[src/rtl/uart_pkg.sv]
// ============================================================================
// Module   : uart_pkg
// Summary  : Shared UART FSM state encoding and default link constants.
// Revision : 1.0
// ============================================================================
`default_nettype none

package uart_pkg;

    typedef enum logic [1:0] {
        IDLE  = 2'd0,
        START = 2'd1,
        DATA  = 2'd2,
        STOP  = 2'd3
    } uart_state_t;

    localparam int C_OVERSAMPLE = 16;
    localparam int C_BAUD       = 115_200;
    localparam int C_CLOCK_HZ   = 100_000_000;

endpackage

`default_nettype wire

[src/rtl/sync_2ff.sv]
// ============================================================================
// Module   : sync_2ff
// Summary  : Two-flop synchronizer for a single asynchronous input bit.
// Revision : 1.0
// ============================================================================
`default_nettype none

module sync_2ff #(
    parameter bit RESET_VAL = 1'b0
) (
    input  logic clk,
    input  logic rst,
    input  logic d,
    output logic q
);

    logic r_meta;
    logic r_sync;

    always_ff @(posedge clk) begin
        if (rst) begin
            r_meta <= RESET_VAL;
            r_sync <= RESET_VAL;
        end else begin
            r_meta <= d;
            r_sync <= r_meta;
        end
    end

    assign q = r_sync;

endmodule

`default_nettype wire

[src/rtl/uart_rx.sv]
// ============================================================================
// Module   : uart_rx
// Summary  : Oversampling 8N1 receiver with one-cycle valid / frame_error.
// Revision : 1.0
// ============================================================================
`default_nettype none

module uart_rx
    import uart_pkg::*;
#(
    parameter int OVERSAMPLE = C_OVERSAMPLE,
    parameter int DATA_BITS  = 8
) (
    input  logic                 clk,
    input  logic                 rst,
    input  logic                 tick,
    input  logic                 rx,
    output logic [DATA_BITS-1:0] data,
    output logic                 valid,
    output logic                 frame_error,
    output logic                 busy
);

    localparam int CNT_W = $clog2(OVERSAMPLE);
    localparam int IDX_W = (DATA_BITS > 1) ? $clog2(DATA_BITS) : 1;

    localparam logic [CNT_W-1:0] C_CNT_MID  = CNT_W'(OVERSAMPLE / 2 - 1);
    localparam logic [CNT_W-1:0] C_CNT_LAST = CNT_W'(OVERSAMPLE - 1);
    localparam logic [IDX_W-1:0] C_IDX_LAST = IDX_W'(DATA_BITS - 1);

    logic                 w_rx_s;

    uart_state_t          r_state,  w_state_nx;
    logic [CNT_W-1:0]     r_cnt,    w_cnt_nx;
    logic [IDX_W-1:0]     r_idx,    w_idx_nx;
    logic [DATA_BITS-1:0] r_sh,     w_sh_nx;
    logic [DATA_BITS-1:0] r_data,   w_data_nx;
    logic                 r_valid,  w_valid_nx;
    logic                 r_ferr,   w_ferr_nx;
    logic                 r_busy;

    sync_2ff #(
        .RESET_VAL (1'b1)
    ) u_rx_sync (
        .clk (clk),
        .rst (rst),
        .d   (rx),
        .q   (w_rx_s)
    );

    always_ff @(posedge clk) begin
        if (rst) begin
            r_state <= IDLE;
            r_cnt   <= '0;
            r_idx   <= '0;
            r_sh    <= '0;
            r_data  <= '0;
            r_valid <= 1'b0;
            r_ferr  <= 1'b0;
            r_busy  <= 1'b0;
        end else begin
            r_state <= w_state_nx;
            r_cnt   <= w_cnt_nx;
            r_idx   <= w_idx_nx;
            r_sh    <= w_sh_nx;
            r_data  <= w_data_nx;
            r_valid <= w_valid_nx;
            r_ferr  <= w_ferr_nx;
            // Tracks the next state so busy lines up with the state register.
            r_busy  <= (w_state_nx != IDLE);
        end
    end

    always_comb begin
        w_state_nx = r_state;
        w_cnt_nx   = r_cnt;
        w_idx_nx   = r_idx;
        w_sh_nx    = r_sh;
        w_data_nx  = r_data;
        w_valid_nx = 1'b0;
        w_ferr_nx  = 1'b0;

        if (tick) begin
            case (r_state)
                IDLE: begin
                    if (!w_rx_s) begin
                        w_state_nx = START;
                        w_cnt_nx   = '0;
                    end
                end
                START: begin
                    if (r_cnt == C_CNT_MID) begin
                        // A start bit that is high again at mid-bit was a glitch.
                        if (!w_rx_s) begin
                            w_state_nx = DATA;
                            w_cnt_nx   = '0;
                            w_idx_nx   = '0;
                        end else begin
                            w_state_nx = IDLE;
                        end
                    end else begin
                        w_cnt_nx = r_cnt + CNT_W'(1);
                    end
                end
                DATA: begin
                    if (r_cnt == C_CNT_LAST) begin
                        w_sh_nx  = {w_rx_s, r_sh[DATA_BITS-1:1]};
                        w_cnt_nx = '0;
                        if (r_idx == C_IDX_LAST) begin
                            w_state_nx = STOP;
                        end else begin
                            w_idx_nx = r_idx + IDX_W'(1);
                        end
                    end else begin
                        w_cnt_nx = r_cnt + CNT_W'(1);
                    end
                end
                STOP: begin
                    if (r_cnt == C_CNT_LAST) begin
                        w_state_nx = IDLE;
                        if (w_rx_s) begin
                            w_data_nx  = r_sh;
                            w_valid_nx = 1'b1;
                        end else begin
                            w_ferr_nx  = 1'b1;
                        end
                    end else begin
                        w_cnt_nx = r_cnt + CNT_W'(1);
                    end
                end
                default: begin
                    w_state_nx = IDLE;
                end
            endcase
        end
    end

    assign data        = r_data;
    assign valid       = r_valid;
    assign frame_error = r_ferr;
    assign busy        = r_busy;

endmodule

`default_nettype wire
[config.mk]
export PLATFORM = sky130hd
export DESIGN_NAME = uart_rx
export DESIGN_NICKNAME = d
export VERILOG_FILES = /design/src/rtl/uart_pkg.sv /design/src/rtl/sync_2ff.sv /design/src/rtl/uart_rx.sv
export SDC_FILE = /design/constraint.sdc
export NUM_CORES = 1
export LEC_CHECK = 0
export CELL_PAD_IN_SITES_DETAIL_PLACEMENT = 0
export CELL_PAD_IN_SITES_GLOBAL_PLACEMENT = 1
export CORE_UTILIZATION = 30
export CTS_BUF_LIST = sky130_fd_sc_hd__clkbuf_4 sky130_fd_sc_hd__clkbuf_8
export CTS_CLUSTER_DIAMETER = 30
export DETAILED_ROUTE_END_ITERATION = 12
export PLACE_DENSITY_LB_ADDON = 0.1
export SLEW_MARGIN = 5
export SYNTH_ARGS = -nofsm -noshare
export SYNTH_HDL_FRONTEND = slang
export SYNTH_SLANG_ARGS = --single-unit
[constraint.sdc]
create_clock -name clk -period 1.9 [get_ports clk]
set_input_delay 0.57 -clock clk [delete_from_list [all_inputs] [get_ports clk]]
set_output_delay 0.57 -clock clk [all_outputs]
set_load 0.02 [all_outputs]
## Word level (Yosys, flattened, before mapping)

Cells that the tools add are included.

| storage, ports and cells | value |
|---|---|
| register bits | 30 |
| input bits | 4 |
| output and inout bits | 11 |
| logic and storage cells | 54 |

| operators by class | value |
|---|---|
| add/sub/neg operators | 2 |
| equality and inequality tests | 11 |
| mux-type cells | 20 |
| bitwise gates (word level) | 3 |
| reduce and logical (&&, ||, !) cells | 8 |

Operators by type and width:

| kind | number |
|---|---|
| two-way mux 4 bit | 4 |
| one-hot mux 4 bit (4 select lines) | 1 |
| two-way mux 2 bit | 7 |
| two-way mux 3 bit | 4 |
| inequality test 2 bit (second input constant) | 5 |
| one-hot mux 2 bit (4 select lines) | 1 |
| one-hot mux 3 bit (2 select lines) | 1 |
| AND reduction 6 bit | 1 |
| adder 4 x 1 -> 4 bit (second input constant) | 1 |
| equality test 2 bit (second input constant) | 2 |
| equality test 4 x 3 -> 1 bit (second input constant) | 1 |
| equality test 4 bit (second input constant) | 1 |
| AND reduction 4 bit | 1 |
| nonzero test 2 bit | 2 |
| OR reduction 4 bit | 1 |
| adder 3 x 1 -> 3 bit (second input constant) | 1 |
| equality test 3 bit (second input constant) | 1 |
| NOT 1 bit | 3 |
| AND reduction 3 bit | 1 |
| equality test 2 x 1 -> 1 bit (second input constant) | 1 |
| logical NOT 2 bit | 1 |
| two-way mux 1 bit | 2 |
| AND reduction 2 bit | 1 |

## Longest topological paths before layout

Gate-level depths: netlist of run 1.

| logic depth | value |
|---|---|
| depth in word-level cells | 6 |
| depth in mapped cells | 6 |
| depth with buffers taken out | 5 |

## Modules after synthesis

A second synthesis of run 1 with hierarchy kept.

| second synthesis, totals | value |
|---|---|
| cells, all modules | 143 |
| area total of the unflattened synthesis | 1,350.0 um^2 |

Modules (own cells, without submodules):

| module | instances | cells each | area each (um^2) | sequential area each (um^2) |
|---|---|---|---|---|
| uart_rx | 1 | 139 | 1,297.5 | 560.5 |
| sync_2ff | 1 | 4 | 52.6 | 40.0 |

## Worst setup path after synthesis of run 1

No wires, ideal clock.

| timing path | value |
|---|---|
| path kind | register to register |
| from | reg r_cnt[0] |
| to | reg r_idx[1] |
| data arrival time | 1.370 ns |
| path slack | 0.402 ns |
| stages on the path, launching flop included | 6 |
| path buffers | 0 |
| clock period less this slack | 1.498 ns |
| path through | dfxtp_1 -> ha_1 -> nand4_2 -> o32a_1 -> o21ai_0 -> a21oi_1 |

| on the way | value |
|---|---|
| cells in the longest elaborated chain, start to end | 3 |
| elaborated cells on any way between the ends | 5 |
| classes of those cells | eq/ne: 4; reduce/logical: 1 |

RTL lines:

| element | RTL line | source |
|---|---|---|
| from (decl) | uart_rx.sv:34 | `logic [CNT_W-1:0] r_cnt, w_cnt_nx;` |
| from (signal assigned) | uart_rx.sv:63 | `r_cnt <= w_cnt_nx;` |
| equality test 4 bit or equality test 4 x 3 -> 1 bit (tied branches) | uart_rx.sv:106, uart_rx.sv:92 |  |
| inequality test 2 bit (no line) | n/a |  |
| AND reduction 6 bit (no line) * | n/a |  |
| to (signal assigned) | uart_rx.sv:64 | `r_idx <= w_idx_nx;` |
| to (decl) | uart_rx.sv:35 | `logic [IDX_W-1:0] r_idx, w_idx_nx;` |

Mark *: on every way between the ends. The rest lies on a longest branch, timed or not.
A chain may end at the register's enable or synchronous reset.

## Worst setup path after layout of run 1

| timing path | value |
|---|---|
| from | reg r_data[0], in the netlist data[0] |
| to | out data[0] |

RTL lines:

| element | RTL line | source |
|---|---|---|
| from (decl) | uart_rx.sv:37 | `logic [DATA_BITS-1:0] r_data, w_data_nx;` |
| from (signal assigned) | uart_rx.sv:66 | `r_data <= w_data_nx;` |
| to (decl) | uart_rx.sv:18 | `output logic [DATA_BITS-1:0] data,` |

No word-level cell between the ends.

==> flow_summary.rst, run 1 <==
.. list-table::
   :header-rows: 1

   * - Metric
     - Value
   * - Overall die area
     - 0.00490 mm2
   * - Total track usage
     - 11.9%
   * - Pin count of the biggest net entering global routing
     - 22
   * - Net count, final
     - 163
   * - Slowest cell on the critical path
     - clkdlybuf4s50_1
   * - Top cells by count, synth
     - dfxtp_1, nor2_1, mux2i_1
   * - Leakage power of the design
     - 0.000588 uW
   * - Cell chain of the critical path
     - clkdlybuf4s50_1
   * - Category of the worst setup path capture point
     - output pin
   * - Post-route clock period utilization
     - 93.7%
   * - Library cells used by synthesis
     - 46
   * - Post-layout minimum cycle time
     - 1780 ps
   * - Combinational cell fraction of total power
     - 4.0%
   * - Congestion Overflow GR
     - 0
   * - Netlist Area Pre-Place
     - 0.00139 mm2
   * - Kind of critical path
     - reg -> out
   * - Portion of the post-synthesis area used by sequential elements
     - 43.3%
   * - Post-Route Utilization
     - 37.5%
   * - Post-route ant nets
     - 0
   * - Number of instances in the synthesized netlist
     - 137
   * - Cell types with the largest area share after synthesis
     - dfxtp_1, mux2i_1, nor2_1
   * - First-iteration detailed-routing DRC count
     - 53
   * - Global-route wire length before repair
     - 4630 um
   * - Clock insertion delay at the later pin of the skew report
     - 270 ps
   * - Path class of the lowest-slack min-delay path
     - reg -> reg
   * - Vertical die dimension
     - 70.0 um
   * - Final count of hold timing violations
     - 0
   * - Maximum clock frequency
     - 562 MHz
   * - Die width
     - 70.0 um
   * - Required time worst endpoint
     - 1330 ps
   * - CTS tree
     - yes
   * - Cell with the most instances after synthesis
     - dfxtp_1
   * - EDFF count, synth
     - 0
   * - Startpoint type of the worst setup path
     - register
   * - Post-DP Area
     - 0.00155 mm2
   * - Dominant cell type by area after synthesis
     - dfxtp_1
   * - Clk sink count
     - 30
   * - Worst Hold Slack
     - 410 ps
   * - Number of H-tree levels
     - 2
   * - Number of buffers on the longest clock path
     - 2
   * - Synth async-reset ratio
     - 0%
   * - Tightest Pin Transition
     - 550 ps
   * - Cell area power density
     - 738 mW/mm2
   * - Layout cell share with drive strength beyond 1
     - 16.6%
   * - Total wire length
     - 2670 um
   * - Vias in the first global route
     - 967
   * - Via total after detailed routing
     - 1029
   * - Syn nets
     - 144
   * - Total setup buffers inserted after CTS
     - 0
   * - Average cell area after synthesis
     - 10.1 um2
   * - Net Sw Power
     - 268 uW
   * - PostCTS Resize Cnt
     - 0
   * - Setup TNS Final
     - 0 ps
   * - Fin. max-slew vios
     - 0
   * - CTS root buffer
     - clkbuf_8
   * - Largest delay contributor family on the critical path
     - buffers and inverters
   * - Detailed Place HPWL
     - 1880 um
   * - ANT cells
     - 0
   * - Area growth syn-to-layout
     - 18.7%
   * - Count of endpoints failing setup in the final report
     - 0
   * - Fraction of power spent switching nets
     - 22.1%
   * - Internal power consumption
     - 946 uW
   * - TritonCTS Buffers
     - 5
   * - Worst clock skew
     - 8.58 ps
   * - I/O Pins
     - 15
   * - CP peak stage delay
     - 610 ps
   * - Headroom to the max-slew limit
     - 63.3%
   * - Number of fill cells
     - 456
   * - Unrepaired setup endpoints after global routing
     - no
   * - Max FO, Critical Path
     - 2
   * - Max VDD drop
     - 0.000452 V
   * - Buffers added on ports
     - 14
   * - Status
     - complete, no violations
   * - Area of all placed cells without fillers
     - 0.00165 mm2
   * - Starting density of the core
     - 31.6%
   * - Portion of synthesized cell area occupied by the leading cell type
     - 43.3%
   * - Flip-flop cell with the highest count after synthesis
     - dfxtp_1
   * - Average wire per cell in the routed design
     - 12.8 um
   * - Clock-pin slew on the worst setup and hold paths
     - 60 ps
   * - Share of power burned in the clock network
     - 43.3%
   * - Number of remaining DRC errors
     - 0
   * - Row cnt
     - 24
   * - Max Cap Violations
     - 0
   * - RePlAce Congestion
     - 0.829
   * - Flops & latches, synth
     - 30
   * - Sequential power share
     - 52.7%
   * - Antenna violations before repair
     - 0
   * - Routed via count divided by cell count
     - 4.92
   * - Total buffers and inverters traversed by the critical path
     - 1
   * - Critical path data arrival time
     - 1210 ps
   * - Warnings from Yosys
     - 0
   * - Number of hold buffers added after cts
     - 0
   * - Number of optimization iterations in the first detailed-route pass
     - 4
   * - Core Footprint
     - 0.00438 mm2
-- logic make-up (layout without fill, tap and decap cells) --
family / Yosys count / after routing / synth area share (%)
and+or+nand+nor: 47 / 47 / 19.2
adders and majority gates: 3 / 3 / 2.71
AOI/OAI and AO/OA: 27 / 27 / 13.5
buffers and inverters: 12 / 32 / 8.21
muxes: 17 / 17 / 12.4
DFF: 30 / 30 / 43.3
xor gates and xnor gates: 1 / 1 / 0.632
-- power groups by stage --
stage | combinational, uW | clock (uW) | sequential (uW)
floorplan | 37.6 | 0 | 650
global placement | 49.1 | 0 | 654
detailed placement | 48.9 | 0 | 653
CTS | 49.1 | 552 | 639
global route | 53.9 | 589 | 640
finish | 48.4 | 526 | 639
-- worst paths after layout --
kind / start / endpoint / slack (ps) / cells past startpoint
hold / removal: u_rx_sync.r_meta$_SDFF_PP1_ / u_rx_sync.q$_SDFF_PP1_ / 410 / 1
setup / recovery: data[0]$_SDFFE_PP0P_ / data[0] / 120 / 1
hold reg to reg: u_rx_sync.r_meta$_SDFF_PP1_ / u_rx_sync.q$_SDFF_PP1_ / 410 / 1
setup reg to reg: r_cnt[0]$_SDFFE_PP0P_ / r_idx[1]$_SDFFE_PP0P_ / 220 / 5
-- area by class of cell --
| type | count | area, um2 | share of cell area, % |
|---|---|---|---|
| clock buffer | 6 | 82.6 | 5.02 |
| clock inverter | 2 | 12.5 | 0.760 |
| inverter | 4 | 15.0 | 0.913 |
| multi-input combinational | 95 | 672 | 40.8 |
| tap | 52 | 65.1 | 3.95 |
| sequential | 30 | 601 | 36.5 |
| timing repair buffer | 20 | 198 | 12.0 |
-- state kept, by name, indices dropped and copies added (netlist names) --
register          cells
r_cnt                 4
r_idx                 3
frame_error           1
busy                  1
valid                 1
u_rx_sync.q           1
r_state               2
r_sh                  8
u_rx_sync.r_meta      1
data                  8
-- layout by cell type (no fill, tap or decap), types with 2 or more instances in the layout --
cell type,instances
dfxtp_1,30
and3_1,2
ha_1,3
nand2_1,5
o21ai_0,6
clkdlybuf4s50_1,14
nor2b_1,2
or2_2,2
nor2_1,17
clkbuf_8,6
mux2i_1,16
nand3_1,3
o21ai_1,2
buf_4,5
inv_1,4
nand4_1,2
o21a_1,2
a31oi_1,4
a21oi_1,4
-- worst register-to-register path: cells and delay by family (launching register included) --
| family | cells | cell delay [ps] |
|---|---|---|
| and+or+nand+nor | 1 | 250 |
| adders and majority gates | 1 | 310 |
| AOI/OAI and AO/OA | 3 | 640 |
| DFF | 1 | 370 |
-- metrics by stage --
| stage | setup slack [ps] | total power (uW) | instances |
|---|---|---|---|
| after floorplan | 402 | 688 | 137 |
| after global routing | 53.2 | 1280 | 209 |
| after detailed placement | -22.6 | 702 | 201 |
| after global placement | -8.21 | 703 | 201 |
| final | 119 | 1210 | 209 |
| after CTS | 100 | 1240 | 209 |
-- metal layers --
layer,up-vias,track usage [%],part of all wire [%],wire (um)
met3,2,3.75,3.2,85
li1,524,-,-,-
met5,-,0,0,0
met1,484,16.9,55,1460
met2,19,16.6,41,1100
met4,0,4.22,0.45,12
Note: power is estimated with default switching activity, not from simulation.
==> run 2, diff against run 1 <==
--- a/config.mk
+++ b/config.mk
@@ -7,11 +7,13 @@
 export LEC_CHECK = 0
 export CELL_PAD_IN_SITES_DETAIL_PLACEMENT = 0
 export CELL_PAD_IN_SITES_GLOBAL_PLACEMENT = 1
-export CORE_UTILIZATION = 30
+export CORE_MARGIN = 2
+export CORE_UTILIZATION = 45
 export CTS_BUF_LIST = sky130_fd_sc_hd__clkbuf_4 sky130_fd_sc_hd__clkbuf_8
 export CTS_CLUSTER_DIAMETER = 30
 export DETAILED_ROUTE_END_ITERATION = 12
 export PLACE_DENSITY_LB_ADDON = 0.1
+export REMOVE_ABC_BUFFERS = 1
 export SLEW_MARGIN = 5
 export SYNTH_ARGS = -nofsm -noshare
 export SYNTH_HDL_FRONTEND = slang
==> flow_summary.rst, run 2 (synthesis gave the netlist of run 1 again) <==
.. list-table::
   :header-rows: 1

   * - Metric
     - Value
   * - Status
     - complete, no violations
   * - Worst clock skew
     - 9.75 ps (+1.17 ps)
   * - Leakage power of the design
     - 0.000705 uW (+20%)
   * - CTS root buffer
     - clkbuf_4
   * - Count of endpoints failing setup in the final report
     - 0 (unchanged)
   * - Unrepaired setup endpoints after global routing
     - no
   * - Grt met2 use
     - 26.2% (+9.7 points)
   * - Most Crowded Layer GR
     - met2
   * - Slack of the critical path
     - 66.2 ps (-52.9 ps)
   * - Slowest cell on the critical path
     - clkdlybuf4s50_1
   * - Fraction of met1 tracks used by global routing
     - 21.9% (+5.0 points)
   * - Category of the worst setup path capture point
     - output pin
   * - Highest-count cells in the layout ignoring fill and taps
     - dfxtp_1, nor2_1, mux2i_1
   * - Via total after detailed routing
     - 1033 (+0.39%)
   * - Maximum clock frequency
     - 545 MHz (-2.9%)
   * - Starting density of the core
     - 46.2% (+15 points)
   * - Vertical die dimension
     - 59.5 um (-15%)
   * - Critical path data arrival time
     - 1260 ps (+50 ps)
   * - Total track usage
     - 17.3% (+5.5 points)
   * - Number of hold buffers added after cts
     - 0 (unchanged)
   * - Clock-pin slew on the worst setup and hold paths
     - 90 ps (+30 ps)
   * - Post-layout minimum cycle time
     - 1830 ps (+52.9 ps)
   * - Antenna violations before repair
     - 0 (unchanged)
   * - Pin count of the biggest net entering global routing
     - 16 (-27%)
   * - Combinational cell fraction of total power
     - 4.1% (about the same)
   * - Startpoint type of the worst setup path
     - register
   * - Cell chain of the critical path
     - clkdlybuf4s50_1
   * - CP peak stage delay
     - 600 ps (about the same)
   * - Max VDD drop
     - 0.000409 V (-9.3%)
   * - Headroom to the max-slew limit
     - 66.3% (+3.0 points)
   * - Net Sw Power
     - 243 uW (-9.5%)
   * - PostCTS Resize Cnt
     - 0 (unchanged)
   * - Clock insertion delay at the later pin of the skew report
     - 330 ps (+60 ps)
   * - Area growth syn-to-layout
     - 17.7%
   * - Post-route ant nets
     - 0 (unchanged)
   * - CTS tree
     - yes
   * - Overall die area
     - 0.00354 mm2 (-28%)
   * - Number of remaining DRC errors
     - 0 (unchanged)
   * - Row cnt
     - 20 (-17%)
   * - Count of cell instances traversed by the critical path
     - 1 (unchanged)
   * - Total setup buffers inserted after CTS
     - 0 (unchanged)
   * - Global-route wire length before repair
     - 4520 um (-2.4%)
   * - Tightest Pin Transition
     - 505 ps (-45.6 ps)
   * - Fin. max-slew vios
     - 0 (unchanged)
   * - Path class of the lowest-slack min-delay path
     - reg -> reg
   * - Core Footprint
     - 0.00300 mm2 (-32%)
   * - Post-route clock period utilization
     - 96.5% (+2.8 points)
   * - Worst slack at placement
     - -109 ps (-86.5 ps)
   * - Sequential power share
     - 52.9% (+0.2 points)
   * - ANT cells
     - 0 (unchanged)
   * - Kind of critical path
     - reg -> out
   * - Total wire length
     - 2510 um (-5.8%)
   * - Most common library cell in the layout ignoring fill and taps
     - dfxtp_1
   * - Buffers added on ports
     - 14 (unchanged)
   * - Number of H-tree levels
     - 2 (unchanged)
   * - Final count of hold timing violations
     - 0 (unchanged)
   * - Congestion Overflow GR
     - 0 (unchanged)
   * - Number of optimization iterations in the first detailed-route pass
     - 4 (unchanged)
   * - Detailed Place HPWL
     - 1790 um (-4.6%)
   * - Die width
     - 59.5 um (-15%)
   * - First-iteration detailed-routing DRC count
     - 22 (-58%)
   * - Internal power consumption
     - 963 uW (+1.9%)
   * - Largest delay contributor family on the critical path
     - buffers and inverters
   * - Total buffers and inverters traversed by the critical path
     - 1 (unchanged)
   * - RePlAce Congestion
     - 0.760 (-8.3%)
   * - GR Layer Usage met3
     - 5.90% (+2.1 points)
   * - Max FO, Critical Path
     - 2 (unchanged)
   * - Depth of the most critical reg-to-reg path
     - 5 (unchanged)
   * - Clk sink count
     - 30 (unchanged)
   * - Filler-free cell count of the finished design
     - 191 (-8.6%)
   * - Max Cap Violations
     - 0 (unchanged)
   * - Number of buffers on the longest clock path
     - 2 (unchanged)
   * - Average wire per cell in the routed design
     - 13.2 um (+3.1%)
   * - Vias in the first global route
     - 1015 (+5.0%)
   * - Share of power burned in the clock network
     - 43.0% (-0.3 points)
   * - TritonCTS Buffers
     - 5 (unchanged)
   * - Routed via count divided by cell count
     - 5.41 (+9.8%)
   * - Fraction of power spent switching nets
     - 20.1% (-2.0 points)
   * - Hold depth
     - 1 (unchanged)
   * - Placed instance count
     - 183 (-9.0%)
   * - Net count, final
     - 164 (+0.61%)
   * - I/O Pins
     - 15 (unchanged)
   * - Cell area power density
     - 739 mW/mm2 (+0.18%)
   * - Required time worst endpoint
     - 1330 ps (about the same)
   * - Layout cell share with drive strength beyond 1
     - 17.1% (+0.53 points)
-- run 2: per-stage QoR --
step | utilization, % | TNS [ps] | hold slack [ps] | area (um2) | power (uW)
global route | 54.3 | 0 | 446 | 1630 | 1260
floorplan | - | 0 | 389 | 1290 | 670
CTS | 53.8 | 0 | 421 | 1620 | 1230
global placement | 51.1 | -424 | 394 | 1530 | 703
detailed placement | 51.1 | -592 | 403 | 1530 | 703
finish | 54.3 | 0 | 419 | 1630 | 1210
-- run 2: path summary, 6_finish.rpt --
kind,end,startpoint,slack (ps)
worst min register to register,u_rx_sync.q$_SDFF_PP1_,u_rx_sync.r_meta$_SDFF_PP1_,420
worst min-delay path,u_rx_sync.q$_SDFF_PP1_,u_rx_sync.r_meta$_SDFF_PP1_,420
worst max-delay path,data[2],data[2]$_SDFFE_PP0P_,70
worst max register to register,r_idx[2]$_SDFFE_PP0P_,r_cnt[0]$_SDFFE_PP0P_,230
-- run 2: final cells by class --
class / count / area (um2)
clock inverters: 1 / 30.0
clock buffers: 7 / 52.6
inverters: 4 / 15.0
well taps: 33 / 41.3
multi-input cells: 95 / 672
repair buffers: 21 / 220
flip-flops and latches: 30 / 601
fillers: 285 / 1370
-- run 2: power groups by stage --
stage,sequential (uW),combinational [uW],clock (uW)
after floorplan,652,17.5,0
after global placement,653,49.6,0
after detailed placement,653,50.0,0
after CTS,639,50.2,538
after global routing,640,54.5,570
final,639,49.4,518
-- run 2: per-layer routing --
metal | part of all wire, % | vias to the layer above
li1 | - | 528
met1 | 49 | 487
met2 | 46 | 12
met3 | 3.1 | 6
met4 | 2.1 | 0
met5 | 0 | -
